<file path="config.mk">
export PLATFORM = sky130hd
export DESIGN_NAME = sum_latch_uart_tx_p
export DESIGN_NICKNAME = d
export VERILOG_FILES = /design/src/rtl/sum_latch_uart_tx_p.sv
export SDC_FILE = /design/constraint.sdc
export NUM_CORES = 1
export LEC_CHECK = 0
export CORE_MARGIN = 3
export CORE_UTILIZATION = 50
export CTS_CLUSTER_DIAMETER = 100
export DETAILED_ROUTE_END_ITERATION = 10
export PLACE_DENSITY = 0.79
export SYNTH_ARGS = -nofsm -noshare
export SYNTH_HDL_FRONTEND = slang
export SYNTH_SLANG_ARGS = --single-unit
</file>
<file path="constraint.sdc">
create_clock -name clk -period 3.05 [get_ports clk]
set_input_delay 0.61 -clock clk [delete_from_list [all_inputs] [get_ports clk]]
set_output_delay 0.61 -clock clk [all_outputs]
set_load 0.005 [all_outputs]
</file>
<file path="src/rtl/sum_latch_uart_tx_p.sv">
// Sum-latch UART transmitter: latches two operands, keeps their sum and sends it as LSB-first UART bytes.
// Optional macro SUMLATCH_UART_PARITY_EN adds an even-parity bit per byte (8E1 instead of 8N1).
module sum_latch_uart_tx_p #(
  parameter int DATA_W  = 8,
  parameter int CLK_DIV = 4
) (
  input  logic              clk,
  input  logic              reset_n,
  input  logic              save_a_n,
  input  logic              save_b_n,
  input  logic [DATA_W-1:0] data_input,
  input  logic              uart_tx_en,
  output logic              uart_txd,
  output logic              uart_tx_busy,
  output logic [DATA_W:0]   sum_out
);

  localparam int NBYTES = (DATA_W + 8) / 8;
  localparam int SH_W   = 8 * NBYTES;
  localparam int TMR_W  = $clog2(CLK_DIV);
  localparam int CNT_W  = 3;

  typedef enum logic [2:0] {
    ST_IDLE   = 3'd0,
    ST_START  = 3'd1,
    ST_DATA   = 3'd2,
`ifdef SUMLATCH_UART_PARITY_EN
    ST_PARITY = 3'd3,
`endif
    ST_STOP   = 3'd4
  } state_e;

  function automatic logic parity8(input logic [7:0] b);
    parity8 = ^b;
  endfunction

  // Pin order in the synchroniser vectors: {tx_en, save_b_n, save_a_n}
  logic [2:0] sync1_q, sync2_q, hist_q;
  logic       a_fall_s, b_fall_s, tx_rise_s;

  logic [DATA_W-1:0] reg_a_q, reg_a_d, reg_b_q, reg_b_d;
  logic [DATA_W:0]   sum_q, sum_d;

  state_e           state_q;
  logic [TMR_W-1:0] tmr_q;
  logic [2:0]       bit_cnt_q;
  logic [CNT_W-1:0] byte_cnt_q;
  logic [SH_W-1:0]  shift_q;
  logic             txd_q, busy_q;
`ifdef SUMLATCH_UART_PARITY_EN
  logic             par_q;
`endif
  logic             bit_end_s;

  // Two-stage synchroniser plus history stage, reset to the idle pin levels
  always_ff @(posedge clk or negedge reset_n) begin
    if (!reset_n) begin
      sync1_q <= 3'b011;
      sync2_q <= 3'b011;
      hist_q  <= 3'b011;
    end else begin
      sync1_q <= {uart_tx_en, save_b_n, save_a_n};
      sync2_q <= sync1_q;
      hist_q  <= sync2_q;
    end
  end

  assign a_fall_s  = ~sync2_q[0] & hist_q[0];
  assign b_fall_s  = ~sync2_q[1] & hist_q[1];
  assign tx_rise_s = sync2_q[2] & ~hist_q[2];
  assign bit_end_s = (tmr_q == TMR_W'(CLK_DIV - 1));

  // Operand capture and next sum, carry kept in the extra MSB
  always_comb begin
    reg_a_d = reg_a_q;
    reg_b_d = reg_b_q;
    if (a_fall_s) begin
      reg_a_d = data_input;
    end else begin
      reg_a_d = reg_a_q;
    end
    if (b_fall_s) begin
      reg_b_d = data_input;
    end else begin
      reg_b_d = reg_b_q;
    end
    sum_d = {1'b0, reg_a_q} + {1'b0, reg_b_q};
  end

  // Operand and sum registers
  always_ff @(posedge clk or negedge reset_n) begin
    if (!reset_n) begin
      reg_a_q <= '0;
      reg_b_q <= '0;
      sum_q   <= '0;
    end else begin
      reg_a_q <= reg_a_d;
      reg_b_q <= reg_b_d;
      sum_q   <= sum_d;
    end
  end

  // Transmit FSM; txd and busy change on the same edge as the state so both stay registered
  always_ff @(posedge clk or negedge reset_n) begin
    if (!reset_n) begin
      state_q    <= ST_IDLE;
      tmr_q      <= '0;
      bit_cnt_q  <= '0;
      byte_cnt_q <= '0;
      shift_q    <= '0;
      txd_q      <= 1'b1;
      busy_q     <= 1'b0;
`ifdef SUMLATCH_UART_PARITY_EN
      par_q      <= 1'b0;
`endif
    end else begin
      case (state_q)
        ST_IDLE: begin
          txd_q  <= 1'b1;
          busy_q <= 1'b0;
          tmr_q  <= '0;
          if (tx_rise_s) begin
            shift_q    <= SH_W'(sum_q);
            byte_cnt_q <= '0;
            state_q    <= ST_START;
            txd_q      <= 1'b0;
            busy_q     <= 1'b1;
          end
        end
        ST_START: begin
          if (bit_end_s) begin
            tmr_q     <= '0;
            bit_cnt_q <= '0;
            txd_q     <= shift_q[0];
            state_q   <= ST_DATA;
`ifdef SUMLATCH_UART_PARITY_EN
            par_q     <= parity8(shift_q[7:0]);
`endif
          end else begin
            tmr_q <= tmr_q + TMR_W'(1);
          end
        end
        ST_DATA: begin
          if (bit_end_s) begin
            tmr_q   <= '0;
            // Shifting after every bit leaves the next byte aligned at bit 0
            shift_q <= shift_q >> 1;
            if (bit_cnt_q == 3'd7) begin
`ifdef SUMLATCH_UART_PARITY_EN
              txd_q   <= par_q;
              state_q <= ST_PARITY;
`else
              txd_q   <= 1'b1;
              state_q <= ST_STOP;
`endif
            end else begin
              bit_cnt_q <= bit_cnt_q + 3'd1;
              txd_q     <= shift_q[1];
            end
          end else begin
            tmr_q <= tmr_q + TMR_W'(1);
          end
        end
`ifdef SUMLATCH_UART_PARITY_EN
        ST_PARITY: begin
          if (bit_end_s) begin
            tmr_q   <= '0;
            txd_q   <= 1'b1;
            state_q <= ST_STOP;
          end else begin
            tmr_q <= tmr_q + TMR_W'(1);
          end
        end
`endif
        ST_STOP: begin
          if (bit_end_s) begin
            tmr_q <= '0;
            if (byte_cnt_q < CNT_W'(NBYTES - 1)) begin
              byte_cnt_q <= byte_cnt_q + CNT_W'(1);
              txd_q      <= 1'b0;
              state_q    <= ST_START;
            end else begin
              busy_q  <= 1'b0;
              state_q <= ST_IDLE;
            end
          end else begin
            tmr_q <= tmr_q + TMR_W'(1);
          end
        end
        default: begin
          state_q <= ST_IDLE;
          txd_q   <= 1'b1;
          busy_q  <= 1'b0;
          tmr_q   <= '0;
        end
      endcase
    end
  end

  assign uart_txd     = txd_q;
  assign uart_tx_busy = busy_q;
  assign sum_out      = sum_q;

endmodule

</file>
==> impl_summary.txt, run 1 <==
----------------------------------------------------
[Power]
  Leakage ... 1.30 nW
  Total power per unit cell area ... a little under 800 nW/um^2
  Worst supply voltage drop on vdd ... 0.000403 V

[Timing]
  Clk_skew ... 0.00380 ns
  Part of the cycle the worst path needs ... 0.643
  Highest clock rate ... 510 MHz
  Normalized max-slew margin ... 0.501
  Post-layout min period ... approximately 2.0 ns
  Total negative setup slack ... 0 ns
  Worst Hold Slack ... around 0.36 ns
  Number of endpoints failing setup at the final stage ... 0
  Number of max-slew violations in the final report ... 0
  Unrepaired setup endpoints after global routing ... no
  Tightest Pin Transition ... 0.748 ns
  Final hold vios ... 0

[Global routing]
  First-pass GRT wire length ... about 7200 um
  Pin count of the biggest net entering global routing ... 57
  Overflow left after global routing ... 0
  Antenna violations before repair ... 0
  Via count of the first global-routing pass ... about 1600
  Global routing usage summed across all routing layers ... 0.154

[Layout]
  Most frequent cells in the layout ... 49 x dfrtp_1, 22 x clkdlybuf4s50_1, 18 x nor2_1
  Post-route design area ... 2920 sq um
  Total inserted antenna cells ... 0
  P&R area growth vs syn ... 14.9%
  Layout cells sized above 1 ... 0.183
  Post-route insts no fill ... about 300
  Most common cell after layout, fill and taps aside ... dfrtp_1
  Layout fillers ... roughly 420
  Number of nets in the layout ... between 200 and 300

[Logic synthesis]
  Number of warnings printed during yosys synthesis ... 0
  Post-synth design cell area ... 2540 sq um
  Post-synthesis average cell area ... 12.4 sq um
  Gate count after technology mapping ... around 210
  Post-synthesis async set-or-reset flop share ... 1.00
  Synthesized netlist net count ... 231
  Flops & latches, synth ... 56
  Number of enable-type register cells in the synthesized netlist ... 0
  Primary FF master, synth ... dfrtp_1
  Sequential area share after synthesis ... 0.555
  Count of unique library cells instantiated by Yosys ... between 40 and 50

[Clock tree]
  Clk sink count ... 56
  Number of resized instances in the post-cts repair step ... 0
  Clock root cell ... clkbuf_8
  Maximum clock insertion buffer count ... 2
  CTS H-tree depth ... 2
  TritonCTS buffer count ... 5
  Worst-path clk slew ... 0.09 ns
  Count of buffers added by post-CTS timing repair for setup ... 0
  Number of hold buffers added after cts ... 0
  Clock tree from TritonCTS ... done
  Clk Latency, worst-skew pair ... 0.31 ns

[Detailed routing]
  DRT Wirelength ... around 4100 um
  Via-per-instance ratio ... 5.29
  Number of DRC markers in iteration 0 ... 81
  First-pass DRT Iterations ... 4
  Via count ... 1570
  DRC ... 0
  Routed Antenna Nets ... 0
  Wire per inst ... around 14 um

[Floorplanning]
  I/O pin total ... 24
  Die X ... between 70 and 80 um
  Initial core utilization ... 0.528
  Die footprint ... 5970 sq um
  Site row count ... 25
  Floorplan Core Area ... 4820 sq um
  Chip height ... 77.3 um

[Placed design]
  PortBufs ... 23
  Placed insts ... 289
  Routability Congestion ... just under 0.8
  DP Wirelength ... 2980 um
  Placed standard-cell area ... 2810 sq um

[Setup path]
  Startpoint Class ... flip-flop
  Worst Path Class, Setup ... flip-flop to flip-flop
  CP arrival ... about 2.2 ns
  Largest fanout on the critical path ... 3
  Required time reported for the critical path endpoint ... 3.24 ns
  Element type at the critical path end ... flip-flop

[Run]
  Maximum Capacitance Violations ... 0

[Min path]
  Hold Path Class ... flip-flop to flip-flop

[Outcome]
  Outcome ... complete, no violations

----------------------------------------------------
==> critical path: stages (launching register included) <==
cell and delay [ns]:
dfrtp_1 0.39, ha_1 0.22, fa_1 0.41, a21o_1 0.21
a21oi_2 0.19, o21ai_0 0.11, o41a_1 0.31
==> metrics by stage <==
stage               total power, W  setup slack, ns   util
floorplan                  0.00154             1.21      -
global placement           0.00178             1.14  0.584
detailed placement         0.00181             1.11  0.584
CTS                        0.00229             1.08  0.606
global route               0.00242             1.01  0.606
finish                     0.00226             1.09  0.606
==> worst paths after layout <==
kind                             from             to  slack [ns]  cells after the start
hold / removal             sync1_q[2]     sync2_q[2]        0.36                      0
hold reg to reg            sync1_q[2]     sync2_q[2]        0.36                      0
max in group asynchronous     reset_n     sum_out[8]        2.19                      2
setup / recovery           reg_a_q[0]     sum_out[8]        1.09                      6
setup reg to reg           reg_a_q[0]     sum_out[8]        1.09                      6
min in group asynchronous     reset_n  byte_cnt_q[1]        0.41                      2
==> sequential cells by signal, summed over array words and instances, names as in the netlist, 2 cells and up <==
| register | flops |
|---|---|
| byte_cnt_q | 3 |
| state_q | 3 |
| shift_q | 9 |
| sync2_q | 3 |
| tmr_q | 2 |
| hist_q | 3 |
| reg_b_q | 8 |
| bit_cnt_q | 3 |
| sum_out | 9 |
| sync1_q | 3 |
| reg_a_q | 8 |
==> power breakdown <==
| group | internal [W] | switching [W] |
|---|---|---|
| clock network | 0.000244 | 0.000230 |
| registers | 0.000938 | 0.000148 |
| logic | 0.000378 | 0.000322 |
| total | 0.00156 | 0.000699 |
==> cell families after synthesis <==
logic type | Yosys count | synth area share
AND/OR/NAND/NOR | 51 | 0.105
flip-flops | 56 | 0.555
multiplexers | 26 | 0.112
adder cells (fa/ha/maj) | 13 | 0.0670
XOR/XNOR | 7 | 0.0241
AO/OA/AOI/OAI | 41 | 0.112
buffers and inverters | 11 | 0.0241
==> Yosys cell counts, types with 2 or more instances <==
library cell	count	share of area
mux2_2	16	0.071
a21oi_1	12	0.024
nor2_1	18	0.027
nor3_1	3	0.0059
a21o_1	3	0.0089
o41ai_1	2	0.0069
inv_1	4	0.0059
ha_1	12	0.059
o2bb2ai_1	3	0.010
nand3_1	5	0.0098
dfrtp_1	49	0.48
nand2_2	2	0.0049
xor2_1	3	0.010
nor2b_1	2	0.0049
nand3b_1	3	0.0089
o211ai_1	2	0.0059
dfstp_2	7	0.072
buf_6	2	0.0089
mux2i_1	9	0.035
and2_1	2	0.0049
nand2_1	9	0.013
xnor2_1	4	0.014
o21ai_0	6	0.012
a22oi_1	2	0.0059
clkbuf_1	2	0.0030
==> cell type report <==
cell class | instances | area [sq um] | area share
clock buffer | 6 | 72.6 | 0.0249
clock inverter | 2 | 35.0 | 0.0120
inverter | 4 | 15.0 | 0.00514
multi-input combinational | 138 | 1070 | 0.366
sequential | 56 | 1410 | 0.483
tap | 67 | 83.8 | 0.0287
timing repair buffer | 24 | 233 | 0.0797
==> metal layers <==
metal	vias up	wire length, um	share of wire	global-route usage
met1	756	1850	0.45	0.189
li1	787	-	-	-
met5	-	0	0	0
met3	6	139	0.034	0.0329
met2	21	2070	0.50	0.256
met4	0	62	0.015	0.0801
Note: power is estimated with default switching activity, not from simulation.
==> run 2: changes to the inputs <==
==> constraint.sdc (replaced) <==
create_clock -name clk -period 1.9 [get_ports clk]
set_input_delay 0.38 -clock clk [delete_from_list [all_inputs] [get_ports clk]]
set_output_delay 0.38 -clock clk [all_outputs]
set_load 0.005 [all_outputs]
==> impl_summary.txt, run 2 (same netlist as run 1, synthesis figures left out) <==
----------------------------------------------------
[Outcome]
  Outcome ... complete, no violations

[Power]
  Cell internal pwr ... 0.00240 W
  Total power per unit cell area ... ~1200 nW/um^2
  Leakage ... 1.31 nW
  Proportion of total power due to net switching ... 0.314
  Part of the power in the clock network ... 0.179
  Combinational Power Share ... 0.325
  Worst supply voltage drop on vdd ... 0.000664 V
  Net switching power of the design ... 0.00110 W
  Share of total power in sequential cells ... 0.496

[Timing]
  Unrepaired setup endpoints after global routing ... no
  Number of endpoints failing setup at the final stage ... 0
  Highest clock rate ... between 500 and 600 MHz
  Tightest Pin Transition ... about 0.5 ns
  Post-layout min period ... 1.82 ns
  Clk_skew ... 0.00362 ns
  Total negative setup slack ... 0 ns
  Final hold vios ... 0
  Part of the cycle the worst path needs ... 0.955
  Normalized max-slew margin ... 0.675
  Number of max-slew violations in the final report ... 0
  Final worst setup slack ... around 0.085 ns
  Worst Hold Slack ... 0.0227 ns

[Detailed routing]
  Via-per-instance ratio ... 5.34
  Routed Antenna Nets ... 0
  Number of DRC markers in iteration 0 ... 68
  DRT Wirelength ... 4060 um
  Wire per inst ... roughly 13 um
  Via count ... 1606
  DRC ... 0
  First-pass DRT Iterations ... 4

[Clock tree]
  Clock tree from TritonCTS ... done
  Clock root cell ... clkbuf_8
  TritonCTS buffer count ... 5
  Clk Latency, worst-skew pair ... 0.30 ns
  CTS H-tree depth ... 2
  Worst-path clk slew ... 0.09 ns
  Clk sink count ... 56
  Maximum clock insertion buffer count ... 2

[Floorplanning]
  Floorplan Core Area ... 4820 sq um
  I/O pin total ... 24
  Die X ... slightly below 80 um
  Initial core utilization ... 0.528
  Chip height ... 77.3 um
  Site row count ... 25
  Die footprint ... 5970 sq um

[Setup path]
  Cells traversed along the worst timing path ... ha_2 > fa_2 > a21o_1 > a21oi_2 > o21ai_0 > o41a_1
  Worst Path Class, Setup ... flip-flop to flip-flop
  Required time reported for the critical path endpoint ... 2.09 ns
  Critical Path Max Stage Delay ... approximately 0.4 ns
  CP arrival ... 2.00 ns
  Largest fanout on the critical path ... 2
  Element type at the critical path end ... flip-flop
  Slowest cell on the critical path ... dfrtp_1
  Startpoint Class ... flip-flop

[Placed design]
  Routability Congestion ... 0.789
  PortBufs ... 23
  Placed insts ... 292
  Post-placement setup slack ... 0.00274 ns
  Placed standard-cell area ... 2850 sq um
  DP Wirelength ... 3010 um

[Layout]
  Post-route insts no fill ... 301
  Total inserted antenna cells ... 0
  Most frequent cells in the layout ... 49 x dfrtp_1, 22 x clkdlybuf4s50_1, 18 x nor2_1
  P&R area growth vs syn ... 16.1%
  Number of nets in the layout ... 259
  Most common cell after layout, fill and taps aside ... dfrtp_1
  Layout cells sized above 1 ... 0.205
  Post-route design area ... 2950 sq um

[Global routing]
  Via count of the first global-routing pass ... 1568
  First-pass GRT wire length ... between 7000 and 8000 um
  Antenna violations before repair ... 0
  Overflow left after global routing ... 0
  Pin count of the biggest net entering global routing ... 38
  Global routing usage summed across all routing layers ... 0.150

[Run]
  Maximum Capacitance Violations ... 0

[Min path]
  Hold Path Class ... primary input to asynchronous set/reset pin

----------------------------------------------------
## run 2: final cells by class
| cell class | instances | area, sq um |
|---|---|---|
| multi-input cells | 138 | 1080 |
| inverters | 4 | 15.0 |
| clock inverters | 1 | 8.76 |
| clock buffers | 7 | 76.3 |
| well taps | 67 | 83.8 |
| flip-flops and latches | 56 | 1410 |
| repair buffers | 28 | 275 |
| fillers | 416 | 1870 |
## run 2: metrics by stage
stage,util,total power [W]
after global placement,0.591,0.00287
after global routing,0.612,0.00377
after detailed placement,0.591,0.00291
final,0.612,0.00350
after floorplan,-,0.00248
after CTS,0.609,0.00355
## run 2: critical path: cells and delay by family (launching register included)
family | cells | cell delay, ns
fa+ha+maj | 2 | 0.55
compound gates | 4 | 0.75
flops | 1 | 0.39
## run 2: power groups by stage
| stage | Clock [W] | Sequential [W] | Combinational [W] |
|---|---|---|---|
| floorplan | 0 | 0.00168 | 0.000799 |
| global placement | 0 | 0.00176 | 0.00111 |
| detailed placement | 0 | 0.00176 | 0.00114 |
| CTS | 0.000654 | 0.00174 | 0.00115 |
| global route | 0.000704 | 0.00179 | 0.00127 |
| finish | 0.000627 | 0.00174 | 0.00114 |
## run 2: worst paths after layout
kind                            start         end  slack, ns  cells after the start
setup / recovery           reg_a_q[0]  sum_out[8]       0.08                      6
max in group asynchronous     reset_n  sync2_q[0]       1.26                      2
hold reg to reg            sync1_q[2]  sync2_q[2]       0.36                      0
min in group clk           sync1_q[2]  sync2_q[2]       0.36                      0
hold / removal                reset_n    tmr_q[1]       0.02                      1
setup reg to reg           reg_a_q[0]  sum_out[8]       0.08                      6
## run 2: routing by layer
layer / vias up / share of wire / track usage
met3: 8 / 0.031 / 0.0317
met1: 780 / 0.45 / 0.204
li1: 794 / - / -
met4: 0 / 0.015 / 0.0534
met2: 24 / 0.51 / 0.238
met5: - / 0 / 0
## run 2: what timing repair did
item | 4_1_cts | 5_1_grt
endpoints found under the setup margin | 1 | 4
gates resized for setup | 1 | 2
hold endpoints to repair | 0 | 0
setup buffers | 0 | 1
hold buffers | 0 | 0
